[src/rtl/dmem_arbiter.sv]
// dmem_arbiter: round-robin sequencer giving two requesters the single-port data memory.
// Build macro DMEM_ARB_LOCK_EN adds lock inputs and bounded locked re-grants.
module dmem_arbiter #(
  parameter int register_count = 32,
  parameter int data_length    = 32,
  parameter int LOCK_MAX       = 4,
  localparam int AW = $clog2(register_count),
  localparam int DW = data_length
) (
  input  logic          clk,
  input  logic          rst,
  input  logic          m0_req,
  input  logic          m0_we,
  input  logic [AW-1:0] m0_addr,
  input  logic [DW-1:0] m0_wdata,
  output logic          m0_gnt,
  output logic          m0_rvalid,
  output logic [DW-1:0] m0_rdata,
  input  logic          m1_req,
  input  logic          m1_we,
  input  logic [AW-1:0] m1_addr,
  input  logic [DW-1:0] m1_wdata,
  output logic          m1_gnt,
  output logic          m1_rvalid,
  output logic [DW-1:0] m1_rdata,
`ifdef DMEM_ARB_LOCK_EN
  input  logic          m0_lock,
  input  logic          m1_lock,
`endif
  input  logic [DW-1:0] mem_rdata,
  output logic [AW-1:0] mem_addr,
  output logic [DW-1:0] mem_wdata,
  output logic          mem_r_ctrl,
  output logic          mem_w_ctrl
);

  if (LOCK_MAX < 1) begin : g_lock_max_chk
    $error("LOCK_MAX must be at least 1");
  end

  typedef enum logic [1:0] {
    IDLE,
    ACCESS,
    RESP
  } state_t;

  state_t        state;
  logic          ptr;
  logic          owner;
  logic          we_q;
  logic [AW-1:0] addr_q;
  logic [DW-1:0] wdata_q;

  logic          arb_go;
  logic          win;
  logic          nptr;
  logic          acc;

  assign arb_go = (state == IDLE || state == RESP)
                  && (m0_req || m1_req);
  assign acc    = (state == ACCESS);

`ifdef DMEM_ARB_LOCK_EN
  localparam int CW = $clog2(LOCK_MAX + 1);

  logic [CW-1:0] lock_cnt;
  logic [CW-1:0] cnt_nxt;
  logic          own_lock;
  logic          oth_req;
  logic          cnt_full;

  assign own_lock = owner ? (m1_req & m1_lock)
                          : (m0_req & m0_lock);
  assign oth_req  = owner ? m0_req : m1_req;
  assign cnt_full = (lock_cnt == CW'(LOCK_MAX));
`endif

  // Ties go to the pointer side; the pointer then favours the loser.
  always_comb begin
    win  = m1_req;
    nptr = ptr;
    if (m0_req && m1_req) begin
      win  = ptr;
      nptr = ~ptr;
    end
`ifdef DMEM_ARB_LOCK_EN
    cnt_nxt = '0;
    unique case (1'b1)
      (state == RESP && own_lock && !cnt_full): begin
        win     = owner;
        nptr    = ptr;
        cnt_nxt = lock_cnt + 1'b1;
      end
      (state == RESP && cnt_full && oth_req): begin
        win  = ~owner;
        nptr = owner;
      end
      default: ;
    endcase
`endif
  end

`ifdef DMEM_ARB_LOCK_EN
  always_ff @(posedge clk) begin
    if (rst) begin
      lock_cnt <= '0;
    end else if (arb_go) begin
      lock_cnt <= cnt_nxt;
    end
  end
`endif

  always_ff @(posedge clk) begin
    if (rst) begin
      state     <= IDLE;
      ptr       <= 1'b0;
      owner     <= 1'b0;
      we_q      <= 1'b0;
      addr_q    <= '0;
      wdata_q   <= '0;
      m0_gnt    <= 1'b0;
      m1_gnt    <= 1'b0;
      m0_rvalid <= 1'b0;
      m1_rvalid <= 1'b0;
      m0_rdata  <= '0;
      m1_rdata  <= '0;
    end else begin
      m0_gnt    <= 1'b0;
      m1_gnt    <= 1'b0;
      m0_rvalid <= 1'b0;
      m1_rvalid <= 1'b0;
      unique case (state)
        IDLE, RESP: begin
          if (arb_go) begin
            state   <= ACCESS;
            owner   <= win;
            ptr     <= nptr;
            we_q    <= win ? m1_we    : m0_we;
            addr_q  <= win ? m1_addr  : m0_addr;
            wdata_q <= win ? m1_wdata : m0_wdata;
            m0_gnt  <= ~win;
            m1_gnt  <= win;
          end else begin
            state <= IDLE;
          end
        end
        ACCESS: begin
          state <= RESP;
          if (!we_q) begin
            if (owner) begin
              m1_rvalid <= 1'b1;
              m1_rdata  <= mem_rdata;
            end else begin
              m0_rvalid <= 1'b1;
              m0_rdata  <= mem_rdata;
            end
          end
        end
        default: state <= IDLE;
      endcase
    end
  end

  // Memory pins are live only in ACCESS; reset vetoes an in-flight write.
  assign mem_addr   = acc ? addr_q  : '0;
  assign mem_wdata  = acc ? wdata_q : '0;
  assign mem_r_ctrl = acc & ~we_q;
  assign mem_w_ctrl = acc & we_q & ~rst;

endmodule

[config.mk]
export PLATFORM = sky130hd
export DESIGN_NAME = dmem_arbiter
export DESIGN_NICKNAME = d
export VERILOG_FILES = /design/src/rtl/dmem_arbiter.sv
export SDC_FILE = /design/constraint.sdc
export NUM_CORES = 1
export LEC_CHECK = 0
export CAP_MARGIN = 20
export CORE_ASPECT_RATIO = 1.75
export CORE_UTILIZATION = 25
export CTS_CLUSTER_SIZE = 40
export DETAILED_ROUTE_END_ITERATION = 8
export SYNTH_ARGS = -nofsm -noshare
export SYNTH_HDL_FRONTEND = slang
export SYNTH_SLANG_ARGS = --single-unit
[constraint.sdc]
create_clock -name clk -period 1.9 [get_ports clk]
set_input_delay 0.57 -clock clk [delete_from_list [all_inputs] [get_ports clk]]
set_output_delay 0.57 -clock clk [all_outputs]
set_load 0.01 [all_outputs]
**Yosys cells after proc, flatten, opt, wreduce, memory -nomap -nowiden**

Cells that the tools add are included.
W data, S select, Z words.

- Bits of input ports: 112
- Register bits after elaboration: 110
- Output and inout bits: 107

- Reductions and logical operators: 12
- Bitwise operators: 11
- Eq/ne operators: 2
- Mux-type cells: 10

Operators by type and width:

| cell | count |
|---|---|
| $mux W32 | 2 |
| $mux W5 | 2 |
| $reduce_and A3 Y1 | 3 |
| $not A1 Y1 | 8 |
| $reduce_or A3 Y1 | 2 |
| $mux W1 | 5 |
| $pmux W2 S2 | 1 |
| $and A1 B1 Y1 | 3 |
| $eq A2 B1 Y1 const B | 1 |
| $eq A2 B2 Y1 const B | 1 |
| $logic_and A1 B1 Y1 | 2 |
| $logic_not A2 Y1 | 1 |
| $logic_or A1 B1 Y1 | 2 |
| $reduce_and A2 Y1 | 1 |
| $reduce_or A2 Y1 | 1 |

**Depth between registers and ports, before layout**

Gate-level depths: netlist (run 1).

- Depth after elaboration: 5
- Mapped depth: 6
- Gate-level depth less buffers: 3

**Worst setup path before layout (run 1)**

No wires, ideal clock.

- Path type: register to output
- Start: register state[0]
- End: output mem_wdata[10]
- Path buffers: 2
- Path slack: 0.172 ns
- Cell stages (with the launch flop): 5
- Arrival: 1.158 ns
- Cells stage by stage: dfxtp_1 -> nor2b_1 -> clkbuf_1 -> clkbuf_1 -> and2_1

- Cells in the longest elaborated chain, start to end: 2

RTL lines:

| what | line | text |
|---|---|---|
| start, declared | 47 | `state_t state;` |
| start signal, assigned | 115 | `state <= IDLE;` |
| start signal, assigned | 135 | `state <= ACCESS;` |
| start signal, assigned | 144 | `state <= IDLE;` |
| $eq A2 B1 Y1 | 61 | `assign acc = (state == ACCESS);` |
| $mux W32 | 166 | `assign mem_wdata = acc ? wdata_q : '0;` |
| end, declared | 32 | `output logic [DW-1:0] mem_wdata,` |

Every way passes these cells.

**Worst setup path after layout (run 1)**

- Start: register state[0]
- End: output mem_addr[1]

- Cells in the longest elaborated chain, start to end: 2

RTL lines:

| what | line | text |
|---|---|---|
| $eq A2 B1 Y1 | 61 |  |
| $mux W5 | 165 | `assign mem_addr = acc ? addr_q : '0;` |
| end, declared | 31 | `output logic [AW-1:0] mem_addr,` |

Every way passes these cells.

==> results_dict.tcl, run 1 <==
set metrics [dict create \
    status "complete, but fails checks" \
    violations "setup timing" \
    min_path_type "in2reg" \
    drt-initial-drc-count 176 \
    htree_levels 3 \
    finalHoldViolCount 0 \
    placementRows 64 \
    cp-end-kind "primary output" \
    fin_crit_ns 2.01 \
    cts_buffer_depth 2 \
    routed_wl_um 16100 \
    clockRootBuffer "clkbuf_16" \
    ys_async_sr_fraction_pct 0 \
    synth_common_cells "129 x nand2_1, 110 x dfxtp_1, 65 x a21oi_1" \
    die_y_um 180 \
    cts.sinks 110 \
    setup_slack_ns -0.114 \
    area.growth.synth_to_final_pct 65.6 \
    initial_core_util_pct 25.8 \
    layout-drive-gt1-share_pct 15.7 \
    grt_pass1_vias 4635 \
    hold_slack_ns 0.386 \
    synth_nets 685 \
    ios 219 \
    power.leakage_uw 0.00276 \
    yosys.cell_count.top_type "nand2_1" \
    cts_tree "built" \
    firstDrtPassIters 4 \
    via_count 4752 \
    max_cap_violations 0 \
    core_area_um2 17600 \
    yosysSeqAreaShare_pct 48.5 \
    grt_util_all_layers_pct 17.2 \
    antenna_found_initial 1 \
    power_uw 5620 \
    yosysWarningCount 0 \
    gp_congestion 0.764 \
    tns_ns -1.52 \
    die_area_um2 18700 \
    synth_cells 573 \
    portBuffers 218 \
    synth_top_cell_area_share_pct 48.5 \
    cp_data_arrival_time_ns 1.44 \
    fin_util_pct 42.7 \
    max_slew_margin_pct 56.9 \
    fmax_mhz 497 \
    synth.ff_latch_count 110 \
    rsz0062_at_grt "yes" \
    grt_max_degree 56 \
    drcViolationCount 0 \
    overflow 0 \
    clkSlewWorstSetupHoldPaths_ns 0.07 \
    worst_slew_pin_slew_ns 0.647 \
    netlist_top_cells_area "dfxtp_1 48%, nand2_1 11%, a311oi_1 7.3%, a21oi_1 7.2%, and2_1 5.2%" \
    finalClockSkew_ns 0.00656 \
    hold_buffers 0 \
    grt_pass1_wl_um 25200 \
    fin_nets 890 \
    cp.required_ns 1.33 \
    die_w_um 104 \
    dp.cells 990 \
    finalNonFillerCells 1015 \
    synth-edff-count 0 \
    power_density_nw_per_um2 748 \
    hpwlAfterDp_um 11000 \
    clk_latency_ns 0.35 \
    wire_per_inst_um 15.9 \
    synthDistinctLibCells 27 \
    peakVddDrop_mv 0.442 \
    min_period_over_period_pct 106 \
    yosysTopAreaCell "dfxtp_1" \
    synth-main-ff-cell "dfxtp_1" \
    avgSynthCellArea_um2 7.92 \
    worstSetupStartpointType "register" \
    ant_nets 0 \
    tritoncts.num_buffers 9 \
    synthesis.area_um2 4540 \
    viasPerCell 4.68 \
    slew_viol_final 0 \
    crit_type "reg2out" \
    crit_fanout 6 \
    setup_violations 30 \
]
-- worst paths after layout --
path	end	cells after the start	from	slack, ns
setup / recovery	mem_addr[1]	6	state[0]	-0.11
hold / removal	state[1]	2	rst	0.39
setup reg to reg	m0_rdata[17]	6	state[0]	0.27
hold reg to reg	m1_rdata[12]	2	m1_rdata[12]	0.45
-- state kept, by name, indices dropped and copies added, names as in the netlist --
| register | count |
|---|---|
| m1_rvalid | 1 |
| m0_rvalid | 1 |
| we_q | 1 |
| ptr | 1 |
| addr_q | 5 |
| m1_gnt | 1 |
| m0_rdata | 32 |
| wdata_q | 32 |
| m1_rdata | 32 |
| owner | 1 |
| state | 2 |
| m0_gnt | 1 |
-- timing repair --
| action | CTS | global route |
|---|---|---|
| endpoints found under the setup margin | 39 | 40 |
| buffers inserted | 7 | 1 |
| pin swaps | 5 | 18 |
| gates resized for setup | 181 | 44 |
| cloned | 2 | 0 |
-- metal layers --
metal	GRT usage [%]	vias to the layer above	part of all wire [%]
met3	2.75	30	3.9
li1	-	2362	-
met1	17.2	2205	36
met5	0	-	0
met4	8.74	0	3.3
met2	33.4	155	57
-- logic make-up (layout without fill, tap and decap cells) --
logic type / Yosys count / after routing / synth area share (%)
flip-flops: 110 / 110 / 48.5
AO/OA/AOI/OAI: 144 / 144 / 19.2
other: 0 / 1 / 0
AND/OR/NAND/NOR: 260 / 260 / 26.0
buffers and inverters: 58 / 268 / 6.09
XOR/XNOR: 1 / 1 / 0.193
-- through the flow --
stage | worst slack, ns | cell area [um2]
2_1_floorplan | 0.172 | 4540
3_3_place_gp | -0.129 | 7010
3_5_place_dp | -0.122 | 7010
4_1_cts | -0.175 | 7500
5_1_grt | -0.179 | 7520
6_report | -0.114 | 7520
-- layout by cell type, fill, tap and decap left out, types with 2 or more instances in the layout --
cell type and n:
a21oi_1 65, a311oi_1 38, and2_1 14, and2_4 24, buf_12 8, buf_2 11
buf_4 17, buf_6 30, buf_8 3, clkbuf_16 9, clkbuf_8 2, clkdlybuf4s15_2 4
clkdlybuf4s50_1 176, clkinv_4 3, dfxtp_1 108, dfxtp_2 2, nand2_1 129, nand3_1 39
nor2_1 43, o21ai_0 37
-- worst max-delay path: stages, from the launching register on --
cell and delay, ns:
dfxtp_2 0.34, nor2b_4 0.20, buf_8 0.12, buf_8 0.12, buf_6 0.09, and2_4 0.13
buf_6 0.09
-- cell type report --
class	instances	area [um2]
diodes	1	2.50
clock buffers	11	253
inverters	1	3.75
multi-input cells	405	2150
repair buffers	251	2550
clock inverters	5	65.1
well taps	231	289
flip-flops and latches	110	2200
fillers	1823	10100
-- power by group --
group	internal, uW	switching, uW	total [uW]
Combinational	602	499	1100
Sequential	2440	72.4	2520
Clock	1110	897	2000
Total	4150	1470	5620
(Power assumes the default switching activity.)
==> run 2, diff against run 1 <==
- clock period: 1.9 -> 2.2 ns (I/O delays scaled with it)
==> run 2 against run 1 <==
Hold slack improved by 0.066 ns. Sequential share of layout area increased by 1.5 points. Total power decreased by 18%. Via count decreased by 1.7%. The run now ends clean. Utilization decreased by 2.1 points. Sequential cell count unchanged. Final cell count decreased by 0.59%. Clock power decreased by 23%. Largest cell class unchanged.
==> results_dict.tcl, run 2 (synthesized netlist as in run 1, its figures left out) <==
set metrics [dict create \
    status "finished clean" \
    worstSetupStartpointType "register" \
    cp_top_family "buffers and inverters" \
    r2r-start "state[1]" \
    grt_max_degree 58 \
    clkSlewWorstSetupHoldPaths_ns 0.07 \
    gp_congestion 0.770 \
    finalClockSkew_ns 0.00715 \
    cp-end-kind "primary output" \
    finalHoldViolCount 0 \
    initial_core_util_pct 25.8 \
    hold_buffers 0 \
    fin_nets 884 \
    cts_tree "built" \
    cts.sinks 110 \
    portBuffers 218 \
    path_cells "nor2b_4 > buf_4 > buf_4 > buf_8 > and2_1 > clkbuf_2" \
    reg2reg_depth 5 \
    firstDrtPassIters 4 \
    ios 219 \
    layout_common_cells "177 x clkdlybuf4s50_1, 129 x nand2_1, 108 x dfxtp_1" \
    final_common_cell "clkdlybuf4s50_1" \
    crit_buf_inv 4 \
    crit_type "reg2out" \
    via_count 4671 \
    rr_endpoint "m0_rdata[16]" \
    power.leakage_uw 0.00262 \
    die_area_um2 18700 \
    core_area_um2 17600 \
    fmax_mhz 470 \
    peakVddDrop_mv 0.340 \
    antenna_found_initial 1 \
    routed_wl_um 15700 \
    max_cap_violations 0 \
    layout-drive-gt1-share_pct 11.6 \
    power_uw 4610 \
    grt_pass1_vias 4690 \
    fin_util_pct 40.5 \
    cp.required_ns 1.54 \
    tritoncts.num_buffers 9 \
    ant_nets 0 \
    worst_slew_pin_slew_ns 0.618 \
    setup_violations 0 \
    grt_util_all_layers_pct 17.3 \
    grt_pass1_wl_um 25700 \
    viasPerCell 4.63 \
    hpwlAfterDp_um 10800 \
    min_period_over_period_pct 96.6 \
    placementRows 64 \
    min_path_type "reg2reg" \
    clk_latency_ns 0.34 \
    slowest_delay_ns 0.33 \
    slew_viol_final 0 \
    die_y_um 180 \
    critPathMostFrequentCell "buf_4" \
    rrSetupSlack_ns 0.64 \
    holdPathEnd "m1_rdata[29]" \
    cts_buffer_depth 2 \
    clockRootBuffer "clkbuf_16" \
    overflow 0 \
    fin_crit_ns 2.13 \
    cp_slowest_cell "dfxtp_2" \
    max_slew_margin_pct 58.8 \
    rsz0062_at_grt "no" \
    reg_top3 "m0_rdata (32), m1_rdata (32), wdata_q (32)" \
    power_density_nw_per_um2 645 \
    min_from "m1_rdata[29]" \
    area.growth.synth_to_final_pct 57.3 \
    drcViolationCount 0 \
    whs_path_depth 2 \
    cp_data_arrival_time_ns 1.47 \
    die_w_um 104 \
    htree_levels 3 \
    wire_per_inst_um 15.6 \
    drt-initial-drc-count 185 \
    crit_fanout 6 \
]
[run 2: cell count changes in the layout (fill, tap and decap cells not counted), sizes merged]
cell	previous run	this run
dlymetal6s2s	1	0
buf	69	47
clkbuf	11	29
dlygate4sd2	1	2
bufinv	1	0
clkinv	3	4
clkdlybuf4s15	4	0
inv	2	3
clkdlybuf4s50	176	177
[run 2: layout make-up]
class,count,area (um2)
fillers,1869,10500
repair buffers,245,2290
flip-flops and latches,110,2200
multi-input cells,405,2070
well taps,231,289
clock buffers,10,229
clock inverters,6,45.0
inverters,1,3.75
diodes,1,2.50
[run 2: what timing repair did]
| action | 4_1_cts | 5_1_grt |
|---|---|---|
| cloned | 2 | 0 |
| endpoints found under the hold margin | 0 | 0 |
| resized for setup | 106 | 37 |
| endpoints found under the setup margin | 39 | 22 |
| buffers inserted | 5 | 1 |
[run 2: power breakdown]
| group | total (uW) | internal [uW] | switching, uW |
|---|---|---|---|
| Sequential | 2170 | 2110 | 61.4 |
| Clock | 1550 | 779 | 775 |
| Combinational | 879 | 465 | 414 |
| Total | 4610 | 3360 | 1250 |
[run 2: metal layers]
metal	vias up	track usage, %	share of wire, %
met3	29	2.57	3.9
met2	162	33.0	55
met1	2130	18.1	38
met4	0	8.91	3.7
li1	2350	-	-
met5	-	0	0
[run 2: stage by stage]
stage / worst slack [ns] / area [um2] / std cells / setup TNS, ns / hold WS, ns
floorplan: 0.382 / 4540 / 573 / 0 / 0.472
CTS: 0.0114 / 7220 / 1008 / 0 / 0.455
detailed placement: -0.0227 / 6950 / 985 / -0.0227 / 0.446
finish: 0.0739 / 7140 / 1009 / 0 / 0.451
global placement: -0.00380 / 6950 / 985 / -0.00380 / 0.441
global route: 0.00108 / 7140 / 1009 / 0 / 0.469
[run 2: worst max-delay path by stage]
| stage | from | endpoint | cells after the start |
|---|---|---|---|
| 2_1_floorplan | state[0] | mem_wdata[10] | 4 |
| 3_3_place_gp | rst | mem_w_ctrl | 4 |
| 3_5_place_dp | rst | mem_w_ctrl | 4 |
| 4_1_cts | state[0] | mem_wdata[5] | 5 |
| 5_1_grt | state[0] | mem_addr[2] | 6 |
| 6_report | state[0] | mem_addr[2] | 6 |
[run 2: tightest hold or removal path, delay by kind of cell (launching register included)]
| kind | cells | cell delay, ns |
|---|---|---|
| AND/OR/NAND/NOR | 1 | 0.05 |
| AO/OA/AOI/OAI | 1 | 0.05 |
| flip-flops | 1 | 0.31 |
==> run 3, diff against run 2 <==
- CORE_UTILIZATION: 25 -> 41
- PLACE_DENSITY: not set -> 0.81
==> run 3 against run 2 <==
Via count rose by 1.3%. Largest cell class unchanged. Sequential share of layout area is 0.19 points higher. Setup slack improved by 0.0041 ns. Sequential power barely moved. Global-route usage up 6.2 points.
==> results_dict.tcl, run 3 (synthesized netlist as in run 1, its figures left out) <==
set metrics [dict create \
    layout-drive-gt1-share_pct 4.71 \
    placementRows 50 \
    worstSetupStartpointType "register" \
    antenna_cells 0 \
    tritoncts.num_buffers 9 \
    gp_congestion 0.804 \
    drt-initial-drc-count 158 \
    fin_nets 872 \
    cp-end-kind "primary output" \
    power_density_nw_per_um2 669 \
    die_area_um2 11500 \
    place_area_um2 6810 \
    max_slew_margin_pct 24.5 \
    ios 219 \
    tns_ns 0 \
    max_cap_violations 0 \
    grt_pass1_wl_um 21000 \
    viasPerCell 5.28 \
    seqCellArea_um2 2200 \
    fillers 924 \
    power.leakage_uw 0.00268 \
    crit_type "reg2out" \
    dp.cells 879 \
    htree_levels 3 \
    rsz0062_at_grt "no" \
    reg_top3 "m0_rdata (32), m1_rdata (32), wdata_q (32)" \
    finalNonFillerCells 895 \
    grt_max_degree 110 \
    firstDrtPassIters 4 \
    initial_core_util_pct 42.2 \
    cts_tree "built" \
    antenna_found_initial 0 \
    grt_pass1_vias 4571 \
    peakVddDrop_mv 0.559 \
    fin_crit_ns 2.12 \
    core_area_um2 10800 \
    cts_buffer_depth 2 \
    hold_buffers 0 \
    multiInputGateArea_um2 2070 \
    overflow 0 \
    wire_per_inst_um 14.8 \
    via_count 4730 \
    slew_viol_final 0 \
    worst_slew_pin_slew_ns 1.13 \
    finalClockSkew_ns 0.00932 \
    status "finished clean" \
    area.growth.synth_to_final_pct 56.2 \
    die_y_um 141 \
    min_path_type "reg2reg" \
    rrSetupSlack_ns 0.62 \
    cp_data_arrival_time_ns 1.46 \
    die_w_um 81.6 \
    crit_fanout 9 \
    setup_violations 0 \
    finalHoldViolCount 0 \
    min_period_over_period_pct 96.5 \
    final_area_um2 7090 \
    layout_common_cells "178 x clkdlybuf4s50_1, 129 x nand2_1, 110 x dfxtp_1" \
    fmax_mhz 471 \
    clk_latency_ns 0.34 \
    hpwlAfterDp_um 9370 \
    drcViolationCount 0 \
    routed_wl_um 13300 \
    cp.required_ns 1.54 \
    cts.sinks 110 \
    final_common_cell "clkdlybuf4s50_1" \
    ant_nets 0 \
    clkSlewWorstSetupHoldPaths_ns 0.07 \
    clockRootBuffer "clkbuf_16" \
    portBuffers 218 \
    grt_util_all_layers_pct 23.5 \
]
==> run 3: changes by cell type in the layout (fill, tap and decap cells not counted), moves of 3 or more <==
cell           before  now
dlygate4sd2_1       2   39
clkbuf_2           19    0
buf_2              18    0
buf_4              19    9
buf_6               3    0
==> run 3: cell type report <==
type                    instances  area share [%]
clock buffers                  10            3.23
clock inverters                 6            1.31
flip-flops and latches        110            31.1
repair buffers                233            32.9
well taps                     130            2.29
inverters                       1          0.0529
multi-input cells             405            29.2
==> run 3: layer usage <==
metal,vias to the layer above,global-route usage (%),wire length (um)
met5,-,0,0
met4,0,11.0,370
met3,26,4.27,696
met2,177,43.4,7340
met1,2208,24.7,4880
li1,2319,-,-
==> run 3: timing repair <==
| action | 4_1_cts | 5_1_grt |
|---|---|---|
| setup buffers | 0 | 0 |
| endpoints found under the setup margin | 39 | 0 |
| gates resized for setup | 40 | 0 |
==> run 3: power breakdown <==
group,total (uW),internal [uW],switching [uW]
registers,2170,2110,60.0
clock network,1740,1010,728
logic,836,447,389
==> run 3: final timing paths <==
check,start,endpoint,cells past startpoint
max,state[0],mem_w_ctrl,5
min,m1_rdata[0],m1_rdata[0],2
max reg2reg,state[1],m0_rdata[31],5
min reg2reg,m1_rdata[0],m1_rdata[0],2
==> run 3: metrics by stage <==
stage                     setup slack [ns]  utilization, %  hold WS (ns)  power, uW
after floorplan                      0.382               -         0.472       2610
after global placement             -0.0543            63.3         0.442       3050
final                               0.0780            65.9         0.454       4740
after global routing               0.00365            65.9         0.466       4940
after detailed placement           -0.0325            63.3         0.448       3080
after CTS                           0.0576            65.9         0.456       4780
==> run 3: worst max-delay path, stage by stage, from the launching register on <==
cell           delay [ns]
dfxtp_1              0.34
buf_4                0.15
nand2b_1             0.08
nor2_1               0.13
and2_1               0.14
dlygate4sd2_1        0.29
